[config.mk]
export PLATFORM = sky130hd
export DESIGN_NAME = rv_decode_stage
export DESIGN_NICKNAME = d
export VERILOG_FILES = /design/src/rtl/rv_pkg.sv /design/src/rtl/rv_skid_buffer.sv /design/src/rtl/rv_decode_stage.sv
export SDC_FILE = /design/constraint.sdc
export NUM_CORES = 1
export LEC_CHECK = 0
export CORE_MARGIN = 2
export CORE_UTILIZATION = 42
export CTS_BUF_LIST = sky130_fd_sc_hd__clkbuf_8
export DETAILED_ROUTE_END_ITERATION = 7
export PLACE_DENSITY = 0.68
export SYNTH_ARGS = -nofsm -noshare
export SYNTH_HDL_FRONTEND = slang
export SYNTH_SLANG_ARGS = --single-unit
[constraint.sdc]
create_clock -name clk -period 3.65 [get_ports clk]
set_clock_uncertainty 0.2 [all_clocks]
set_input_delay 0.365 -clock clk [delete_from_list [all_inputs] [get_ports clk]]
set_output_delay 0.365 -clock clk [all_outputs]
set_load 0.02 [all_outputs]
[src/rtl/rv_pkg.sv]
// Shared RISC-V decode definitions: opcode constants, immediate formats,
// field types and a combinational decode function usable at any XLEN.
package rv;

    typedef logic [31:0] inst_t;
    typedef logic [6:0]  opcode_t;
    typedef logic [4:0]  reg_addr_t;
    typedef logic [2:0]  funct3_t;
    typedef logic [4:0]  funct5_t;
    typedef logic [6:0]  funct7_t;
    typedef logic [11:0] funct12_t;
    typedef logic [31:0] imm32_t;

    typedef enum logic [2:0] {
        FMT_R  = 3'd0,
        FMT_I  = 3'd1,
        FMT_S  = 3'd2,
        FMT_B  = 3'd3,
        FMT_U  = 3'd4,
        FMT_J  = 3'd5,
        FMT_R4 = 3'd6
    } imm_fmt_e;

    localparam opcode_t OPC_LOAD      = 7'b0000011;
    localparam opcode_t OPC_LOAD_FP   = 7'b0000111;
    localparam opcode_t OPC_MISC_MEM  = 7'b0001111;
    localparam opcode_t OPC_OP_IMM    = 7'b0010011;
    localparam opcode_t OPC_AUIPC     = 7'b0010111;
    localparam opcode_t OPC_OP_IMM_32 = 7'b0011011;
    localparam opcode_t OPC_STORE     = 7'b0100011;
    localparam opcode_t OPC_STORE_FP  = 7'b0100111;
    localparam opcode_t OPC_AMO       = 7'b0101111;
    localparam opcode_t OPC_OP        = 7'b0110011;
    localparam opcode_t OPC_LUI       = 7'b0110111;
    localparam opcode_t OPC_OP_32     = 7'b0111011;
    localparam opcode_t OPC_MADD      = 7'b1000011;
    localparam opcode_t OPC_MSUB      = 7'b1000111;
    localparam opcode_t OPC_NMSUB     = 7'b1001011;
    localparam opcode_t OPC_NMADD     = 7'b1001111;
    localparam opcode_t OPC_OP_FP     = 7'b1010011;
    localparam opcode_t OPC_BRANCH    = 7'b1100011;
    localparam opcode_t OPC_JALR      = 7'b1100111;
    localparam opcode_t OPC_JAL       = 7'b1101111;
    localparam opcode_t OPC_SYSTEM    = 7'b1110011;

    // Immediate is kept at 32 bits sign-extended from inst[31]; the caller widens it to XLEN.
    typedef struct packed {
        opcode_t   opcode;
        reg_addr_t rd;
        reg_addr_t rs1;
        reg_addr_t rs2;
        reg_addr_t rs3;
        funct3_t   funct3;
        funct5_t   funct5;
        funct7_t   funct7;
        funct12_t  funct12;
        imm32_t    imm;
        imm_fmt_e  fmt;
        logic      error;
    } decode_t;

    function automatic decode_t rv_decode(input inst_t inst, input int unsigned xlen,
                                          input bit enable_fp);
        decode_t d;
        logic    legal;
        logic    fp_op;
        logic    rv64_op;
        d       = '0;
        legal   = 1'b1;
        fp_op   = 1'b0;
        rv64_op = 1'b0;
        d.opcode  = inst[6:0];
        d.rd      = inst[11:7];
        d.rs1     = inst[19:15];
        d.rs2     = inst[24:20];
        d.rs3     = inst[31:27];
        d.funct3  = inst[14:12];
        d.funct5  = inst[31:27];
        d.funct7  = inst[31:25];
        d.funct12 = inst[31:20];
        case (d.opcode)
            OPC_LOAD, OPC_OP_IMM, OPC_JALR, OPC_MISC_MEM, OPC_SYSTEM: d.fmt = FMT_I;
            OPC_OP_IMM_32: begin d.fmt = FMT_I; rv64_op = 1'b1; end
            OPC_LOAD_FP:   begin d.fmt = FMT_I; fp_op = 1'b1; end
            OPC_STORE:     d.fmt = FMT_S;
            OPC_STORE_FP:  begin d.fmt = FMT_S; fp_op = 1'b1; end
            OPC_BRANCH:    d.fmt = FMT_B;
            OPC_LUI, OPC_AUIPC: d.fmt = FMT_U;
            OPC_JAL:       d.fmt = FMT_J;
            OPC_OP, OPC_AMO: d.fmt = FMT_R;
            OPC_OP_32:     begin d.fmt = FMT_R; rv64_op = 1'b1; end
            OPC_OP_FP:     begin d.fmt = FMT_R; fp_op = 1'b1; end
            OPC_MADD, OPC_MSUB, OPC_NMSUB, OPC_NMADD: begin d.fmt = FMT_R4; fp_op = 1'b1; end
            default:       begin d.fmt = FMT_R; legal = 1'b0; end
        endcase
        case (d.fmt)
            FMT_I:   d.imm = {{20{inst[31]}}, inst[31:20]};
            FMT_S:   d.imm = {{20{inst[31]}}, inst[31:25], inst[11:7]};
            FMT_B:   d.imm = {{19{inst[31]}}, inst[31], inst[7], inst[30:25], inst[11:8], 1'b0};
            FMT_U:   d.imm = {inst[31:12], 12'b0};
            FMT_J:   d.imm = {{11{inst[31]}}, inst[31], inst[19:12], inst[20], inst[30:21], 1'b0};
            default: d.imm = '0;
        endcase
        // funct3 001/101 are the shifts; shamt[5] only exists on RV64
        d.error = (inst[1:0] != 2'b11) || !legal || (rv64_op && xlen == 32) ||
                  (fp_op && !enable_fp) ||
                  (d.opcode == OPC_OP_IMM && d.funct3[1:0] == 2'b01 && xlen == 32 && inst[25]);
        return d;
    endfunction

endpackage

[src/rtl/rv_skid_buffer.sv]
// Main register plus one skid entry: full throughput with in_ready taken
// straight from registered state.
module rv_skid_buffer #(
    parameter int W = 8
) (
    input  logic         clk,
    input  logic         rst_n,
    input  logic         flush,
    input  logic         in_valid,
    output logic         in_ready,
    input  logic [W-1:0] in_data,
    output logic         out_valid,
    input  logic         out_ready,
    output logic [W-1:0] out_data
);

    logic         run_q;
    logic         main_valid;
    logic         skid_valid;
    logic [W-1:0] main_q;
    logic [W-1:0] skid_q;
    logic         in_fire;
    logic         drain;

    // run_q keeps in_ready low until the first edge after reset release
    assign in_ready  = run_q && !skid_valid && !flush;
    assign in_fire   = in_valid && in_ready;
    assign drain     = main_valid && out_ready;
    assign out_valid = main_valid;
    assign out_data  = main_q;

    always_ff @(posedge clk or negedge rst_n) begin
        if (!rst_n) begin
            run_q      <= 1'b0;
            main_valid <= 1'b0;
            skid_valid <= 1'b0;
            main_q     <= '0;
            skid_q     <= '0;
        end else begin
            run_q <= 1'b1;
            if (flush) begin
                main_valid <= 1'b0;
                skid_valid <= 1'b0;
            end else if (!main_valid || drain) begin
                if (skid_valid) begin
                    main_q     <= skid_q;
                    main_valid <= 1'b1;
                    skid_valid <= 1'b0;
                end else begin
                    main_valid <= in_fire;
                    if (in_fire) main_q <= in_data;
                end
            end else if (in_fire) begin
                skid_q     <= in_data;
                skid_valid <= 1'b1;
            end
        end
    end

endmodule

[src/rtl/rv_decode_stage.sv]
// Decode stage: combinational field/immediate decode of the incoming word,
// registered through a skid buffer with valid/ready on both sides.
module rv_decode_stage
    import rv::*;
#(
    parameter int XLEN      = 32,
    parameter bit ENABLE_FP = 1'b0
) (
    input  logic            clk,
    input  logic            rst_n,
    input  logic            flush,
    input  logic            in_valid,
    output logic            in_ready,
    input  logic [31:0]     in_inst,
    input  logic [XLEN-1:0] in_pc,
    output logic            out_valid,
    input  logic            out_ready,
    output logic [31:0]     out_inst,
    output logic [XLEN-1:0] out_pc,
    output logic [6:0]      out_opcode,
    output logic [4:0]      out_rd,
    output logic [4:0]      out_rs1,
    output logic [4:0]      out_rs2,
    output logic [4:0]      out_rs3,
    output logic [2:0]      out_funct3,
    output logic [4:0]      out_funct5,
    output logic [6:0]      out_funct7,
    output logic [11:0]     out_funct12,
    output logic [XLEN-1:0] out_imm,
    output logic [2:0]      out_imm_fmt,
    output logic            out_decode_error
);

    if (XLEN != 32 && XLEN != 64) begin : g_bad_xlen
        $error("rv_decode_stage: XLEN must be 32 or 64");
    end

    typedef struct packed {
        inst_t           inst;
        logic [XLEN-1:0] pc;
        opcode_t         opcode;
        reg_addr_t       rd;
        reg_addr_t       rs1;
        reg_addr_t       rs2;
        reg_addr_t       rs3;
        funct3_t         funct3;
        funct5_t         funct5;
        funct7_t         funct7;
        funct12_t        funct12;
        logic [XLEN-1:0] imm;
        imm_fmt_e        fmt;
        logic            error;
    } payload_t;

    decode_t  dec;
    payload_t in_pl;
    payload_t out_pl;

    always_comb begin
        dec           = rv_decode(in_inst, XLEN, ENABLE_FP);
        in_pl.inst    = in_inst;
        in_pl.pc      = in_pc;
        in_pl.opcode  = dec.opcode;
        in_pl.rd      = dec.rd;
        in_pl.rs1     = dec.rs1;
        in_pl.rs2     = dec.rs2;
        in_pl.rs3     = dec.rs3;
        in_pl.funct3  = dec.funct3;
        in_pl.funct5  = dec.funct5;
        in_pl.funct7  = dec.funct7;
        in_pl.funct12 = dec.funct12;
        in_pl.imm     = XLEN'($signed(dec.imm));
        in_pl.fmt     = dec.fmt;
        in_pl.error   = dec.error;
    end

    rv_skid_buffer #(.W($bits(payload_t))) u_buf (
        .clk       (clk),
        .rst_n     (rst_n),
        .flush     (flush),
        .in_valid  (in_valid),
        .in_ready  (in_ready),
        .in_data   (in_pl),
        .out_valid (out_valid),
        .out_ready (out_ready),
        .out_data  (out_pl)
    );

    assign out_inst         = out_pl.inst;
    assign out_pc           = out_pl.pc;
    assign out_opcode       = out_pl.opcode;
    assign out_rd           = out_pl.rd;
    assign out_rs1          = out_pl.rs1;
    assign out_rs2          = out_pl.rs2;
    assign out_rs3          = out_pl.rs3;
    assign out_funct3       = out_pl.funct3;
    assign out_funct5       = out_pl.funct5;
    assign out_funct7       = out_pl.funct7;
    assign out_funct12      = out_pl.funct12;
    assign out_imm          = out_pl.imm;
    assign out_imm_fmt      = out_pl.fmt;
    assign out_decode_error = out_pl.error;

endmodule

Yosys cells after proc, flatten, opt, wreduce, memory -nomap -nowiden
Index checks and enable logic that the tools add are counted.
{"block": "totals", "mem_count": 0, "elab_cells": 75, "regBits": 311, "ram_bits": 0, "mem_bits_ro": 0, "inputBits": 69, "out_inout_bits": 156, "latchBits": 0}
{"block": "op_classes", "bitwise": 2, "eq_ne": 28, "div": 0, "shifts": 0, "addsub": 0, "n_reduce_logical": 27, "multipliers": 0, "order_cmp": 0, "mux": 13}
{"cell": "$mux W154", "count": 2}
{"cell": "$pmux W32 S5", "count": 1}
{"cell": "$eq A7 B7 Y1 const B", "count": 9}
{"cell": "$eq A7 B6 Y1 const B", "count": 6}
{"cell": "$eq A7 B5 Y1 const B", "count": 3}
{"cell": "$reduce_or A21 Y1", "count": 1}
{"cell": "$pmux W3 S6", "count": 1}
{"cell": "$reduce_or A7 Y1", "count": 2}
{"cell": "$mux W1", "count": 9}
{"cell": "$eq A7 B2 Y1 const B", "count": 1}
{"cell": "$eq A7 B3 Y1 const B", "count": 1}
{"cell": "$eq A7 B4 Y1 const B", "count": 1}
{"cell": "$eq A3 B2 Y1 const B", "count": 2}
{"cell": "$eq A3 B3 Y1 const B", "count": 2}
{"cell": "$logic_and A1 B1 Y1", "count": 6}
{"cell": "$reduce_and A3 Y1", "count": 2}
{"cell": "$reduce_or A2 Y1", "count": 3}
{"cell": "$logic_or A1 B1 Y1", "count": 5}
{"cell": "$logic_not A1 Y1", "count": 4}
{"cell": "$reduce_bool A2 Y1", "count": 2}
{"cell": "$reduce_or A4 Y1", "count": 1}
{"cell": "$eq A3 B1 Y1 const B", "count": 1}
{"cell": "$reduce_bool A3 Y1", "count": 1}
{"cell": "$eq A2 B1 Y1 const B", "count": 1}
{"cell": "other kinds (2)", "count": 3}

Depth between registers and ports, before layout
{"block": "depth", "ltp_word": 10, "ltp_mapped": 8, "depth_no_buf": 5}

Hierarchy
A second synthesis with hierarchy kept.
{"block": "unflattened", "hier_cells": 947, "hier_area_um2": 14635.3}
{"mod": "rv_skid_buffer", "seq_area_each_um2": 7782.5, "cells_each": 834, "instances": 1, "area_per_inst_um2": 13882.1}
{"mod": "rv_decode_stage", "seq_area_each_um2": 0.0, "cells_each": 113, "instances": 1, "area_per_inst_um2": 753.2}

Worst setup path before layout
Ideal clock, no wire load.
{"block": "synth_path", "path_type": "input to register", "start": "input in_inst[3]", "end": "register u_buf.main_q[15] (netlist: u_buf.out_data[15])", "path_stages": 6, "t_required_ns": 3.377, "path_slack_ns": 1.740, "setup_time_ns": 0.073, "path_buffers": 1, "arrival_time_ns": 1.637, "path_cell_list": "buf_2 -> or3b_4 -> a211oi_4 -> a22o_4 -> a2bb2oi_2 -> a21oi_2"}
{"block": "synth_via", "elab_chain_len": 7, "word_cells_on_any_way": 30, "cone_classes": "eq/ne (22); mux (4); reduce/logical (4)"}
{"element": "from (decl)", "line": "rv_decode_stage.sv:14", "rtl": "input logic [31:0] in_inst,"}
{"element": "$eq A7 B5 Y1, or another cell as far along", "line": "rv_pkg.sv:81", "rtl": "case (d.opcode)"}
{"element": "$reduce_or A7 Y1 (no source line), or another cell as far along"}
{"element": "$pmux W3 S6 (*)", "line": "rv_pkg.sv:81"}
{"element": "$eq A3 B3 Y1, or another cell as far along", "line": "rv_pkg.sv:96", "rtl": "case (d.fmt)"}
{"element": "$pmux W32 S5 (*)", "line": "rv_pkg.sv:96"}
{"element": "$mux W154 (*)", "line": "rv_skid_buffer.sv:51", "rtl": "if (in_fire) main_q <= in_data;"}
{"element": "$mux W154 (*)", "line": "rv_skid_buffer.sv:45", "rtl": "if (skid_valid) begin"}
{"element": "to (signal assigned)", "line": "rv_skid_buffer.sv:46", "rtl": "main_q <= skid_q;"}
{"element": "to (signal assigned)", "line": "rv_skid_buffer.sv:51"}
{"element": "to (decl)", "line": "rv_skid_buffer.sv:20", "rtl": "logic [W-1:0] main_q;"}
Every way passes the cells marked *; elsewhere a longest branch is shown, timed or not. The select of a mux whose other input is x is not followed.
A chain may end at the register's enable or synchronous reset.

Worst setup path in the final report
{"block": "layout_path", "start": "register u_buf.skid_valid", "end": "output in_ready"}
{"block": "layout_via", "elab_chain_len": 3}
{"element": "from (decl)", "line": "rv_skid_buffer.sv:19", "rtl": "logic skid_valid;"}
{"element": "from (signal assigned)", "line": "rv_skid_buffer.sv:36", "rtl": "skid_valid <= 1'b0;"}
{"element": "from (signal assigned)", "line": "rv_skid_buffer.sv:43", "rtl": "skid_valid <= 1'b0;"}
{"element": "from (signal assigned)", "line": "rv_skid_buffer.sv:48", "rtl": "skid_valid <= 1'b0;"}
{"element": "$logic_not A1 Y1", "line": "rv_skid_buffer.sv:26", "rtl": "assign in_ready = run_q && !skid_valid && !flush;"}
{"element": "$logic_and A1 B1 Y1 (2 in series)", "line": "rv_skid_buffer.sv:26"}
{"element": "to (decl)", "line": "rv_decode_stage.sv:13", "rtl": "output logic in_ready,"}
No other way between the ends.

==> results.cfg <==
[status]
status = completed

[routing]
viasPerCell = 5.14
wirelength_um = 25100
vias = 7565
drt-pass1-iter-count = 5
ant_nets = 0
routedWlPerCell_um = 17.1
drt_iter0_markers = 506
drc = 0

[clock_tree]
tritoncts.num_buffers = 37
clockBufferDepth = 3
clkTransAtPathRegs_ns = 0.06
cts_root_buffer = clkbuf_8
cts_tree = built
cts_num_sinks = 203
worstSkewPairLatency_ns = 0.52
cts_resized = 0
cts_max_level = 2

[floorplanning]
ios = 225
die_h_um = 153
initial_core_util_pct = 42.8
row_count = 54
dieArea_sq_um = 23500
core_sq_um = 21800
die_w_um = 153

[placed_design]
post-dp-hpwl_um = 16900
routabilityCongestion = 0.914
portBuffers = 224
place_area_sq_um = 11500

[synthesis]
ys_types = 55
synth_area_sq_um = 9350
synthCells = 1007
synth_seq_cells = 203
synth_ff_type = dfrtp_1
ys_warn_count = 0
synth_seq_area_share_pct = 54.4
syn-num-nets = 1076
synth-edff-count = 0
async_flop_share_pct = 100
syn_area_per_cell_sq_um = 9.28

[critical_path]
slowest_stage = clkdlybuf4s50_1
cp.arrival_ns = 1.96
worstPathCellList = nor2_1 > and2_1 > clkdlybuf4s50_1
crit_path_start_kind = flop
r2r_setup_slack_ns = 1.34
path_delay_family = buffers and inverters
rr_startpoint = u_buf.skid_valid
regToRegEndpoint = u_buf.out_data[105]
startpoint = u_buf.skid_valid
path_class = flop to primary output
ff2ff_path_depth = 4
path_max_fanout = 4
required_ns = 3.08
critical-path-max-stage-delay_ns = 0.59
crit_buf_inv = 1
critPathCaptureType = primary output

[sta]
setup_viol = 0
slew_headroom_pct = 39.9
whs_ns = 0.198
timing.fmax_ghz = 0.395
drv_slew = 0
finalCriticalPeriod_ns = 2.53
post-route-period-util_pct = 69.3
worstMarginPinSlew_ns = 0.902
rsz0062_at_grt = no
hold_viol_final = 0
fin_setup_tns_ns = 0

[power_and_ir_drop]
power_w = 0.00642
pwr-share-comb_pct = 24.9
cellPowerDensity_nw_per_um2 = 528
switching_share_pct = 30.6
ir_worst_vdd_uv = 289
p_sw_w = 0.00197
p_seq_share_pct = 43.8
intPower_w = 0.00445
p_leak_nw = 5.37
clock_power_share_pct = 31.3

[global_route]
overflow = 0
grt_pass1_wl_um = 39300
grt_pass1_vias = 7170
antenna_found_initial = 1
track_usage_pct = 21.0
grt_max_degree = 76

[layout]
num-fill-cells = 1984
final_area_sq_um = 12200
nets = 1239
drive_gt1_share_pct = 7.38
syn2layout_area_growth_pct = 30.2
n_antenna_cell = 0

[worst_hold_path]
hp-class = input port to asynchronous set/reset pin

[job]
cap_violations = 0
power groups by stage:
stage / Clock (W) / Combinational, W / Sequential, W
CTS: 0.00207 / 0.00161 / 0.00282
floorplan: 0 / 0.000673 / 0.00304
global route: 0.00219 / 0.00172 / 0.00286
detailed placement: 0 / 0.00161 / 0.00285
global placement: 0 / 0.00159 / 0.00284
finish: 0.00201 / 0.00160 / 0.00281
worst reg2reg max path, delay by kind of cell, from the launching register on:
family	cells	cell delay, ns
buffers and inverters	1	0.47
DFF	1	0.49
AOI/OAI and AO/OA	2	0.47
and+or+nand+nor	1	0.54
layer usage:
metal  up-vias  global-route usage [%]  wire length [um]
li1       3655                       -                 -
met1      3599                    29.1             11100
met2       284                    33.4             11800
met3        27                    5.02              1820
met4         0                    5.78               383
met5         -                       0                 0
worst max-delay path by stage:
| stage | end | slack (ns) | depth (start not counted) |
|---|---|---|---|
| 6_report | in_ready | 1.12 | 3 |
| 2_1_floorplan | u_buf.out_data[15] | 1.74 | 6 |
| 3_5_place_dp | u_buf.out_data[15] | 0.80 | 6 |
| 3_3_place_gp | u_buf.out_data[15] | 0.80 | 6 |
| 4_1_cts | in_ready | 1.09 | 3 |
| 5_1_grt | in_ready | 0.98 | 3 |
cells in the final DEF (no fill, tap or decap), types with 2 or more instances in the layout:
cell type        Yosys  final
and3_1               8      8
a21oi_1             56     56
nand3b_1            17     17
o22ai_1             11     11
inv_1                4     14
nand4_1              2      2
buf_4               54     17
a21o_1               2      2
nor3_2               1      2
mux2i_1             68     68
nand3_1              4      4
and2_1               4      4
clkinv_2             0      5
o21ai_0            117    117
nand2_1            306    306
dfrtp_1            203    202
a32oi_1              3      3
a211oi_1             3      3
a2111oi_0            2      2
clkdlybuf4s50_1      0    223
nor2b_1              4      4
nor2_1              32     31
nor3_1               3      2
o21ai_1              3      3
clkbuf_8             0     45
nand2b_1             4      4
buf_12               0      3
kinds of logic after synthesis:
kind of cell / count (synthesis) / synth area share, %
other: 1 / 0.0401
buffers and inverters: 125 / 7.51
AND/OR/NAND/NOR: 396 / 17.9
AO/OA/AOI/OAI: 212 / 12.7
flip-flops: 203 / 54.4
multiplexers: 69 / 7.40
XOR/XNOR: 1 / 0.0937
synth_stat cells (2+ instances only):
| master | count | area share (%) |
|---|---|---|
| a2111oi_0 | 2 | 0.19 |
| a211oi_1 | 3 | 0.24 |
| a21o_1 | 2 | 0.16 |
| a21oi_1 | 56 | 3.0 |
| a32oi_1 | 3 | 0.28 |
| and2_1 | 4 | 0.27 |
| and3_1 | 8 | 0.54 |
| buf_1 | 6 | 0.24 |
| buf_2 | 18 | 0.96 |
| buf_4 | 54 | 4.3 |
| clkbuf_1 | 42 | 1.7 |
| dfrtp_1 | 203 | 54 |
| inv_1 | 4 | 0.16 |
| mux2i_1 | 68 | 7.3 |
| nand2_1 | 306 | 12 |
| nand2b_1 | 4 | 0.27 |
| nand3_1 | 4 | 0.21 |
| nand3b_1 | 17 | 1.4 |
| nand4_1 | 2 | 0.13 |
| nor2_1 | 32 | 1.3 |
| nor2b_1 | 4 | 0.27 |
| nor3_1 | 3 | 0.16 |
| o21ai_0 | 117 | 6.3 |
| o21ai_1 | 3 | 0.16 |
| o22ai_1 | 11 | 0.74 |
| or3_1 | 2 | 0.13 |
metrics by stage:
step | std cells | setup slack [ns] | utilization, %
final | 1472 | 1.12 | 55.7
after global routing | 1472 | 0.978 | 55.7
after CTS | 1472 | 1.09 | 55.7
after detailed placement | 1410 | 0.805 | 52.5
after global placement | 1410 | 0.804 | 52.5
after floorplan | 1007 | 1.74 | -
final cells by class:
type,count,area [sq um],share of cell area (%)
Sequential cell,203,5080,41.8
Multi-Input combinational cell,679,3580,29.4
Timing Repair Buffer,245,2440,20.1
Clock buffer,45,619,5.09
Tap cell,280,350,2.88
Clock inverter,16,70.1,0.576
Inverter,4,15.0,0.123
repair_timing:
| item | CTS | global route |
|---|---|---|
| endpoints found under the hold margin | 72 | 0 |
| setup buffers | 0 | 0 |
| hold buffers | 1 | 0 |
state kept, by name, summed over array words and instances, names as in the netlist:
signal / flops
u_buf.skid_q: 100
u_buf.out_data: 100
u_buf.out_valid: 1
u_buf.run_q: 1
u_buf.skid_valid: 1
Power figures use the tool's default switching activity.
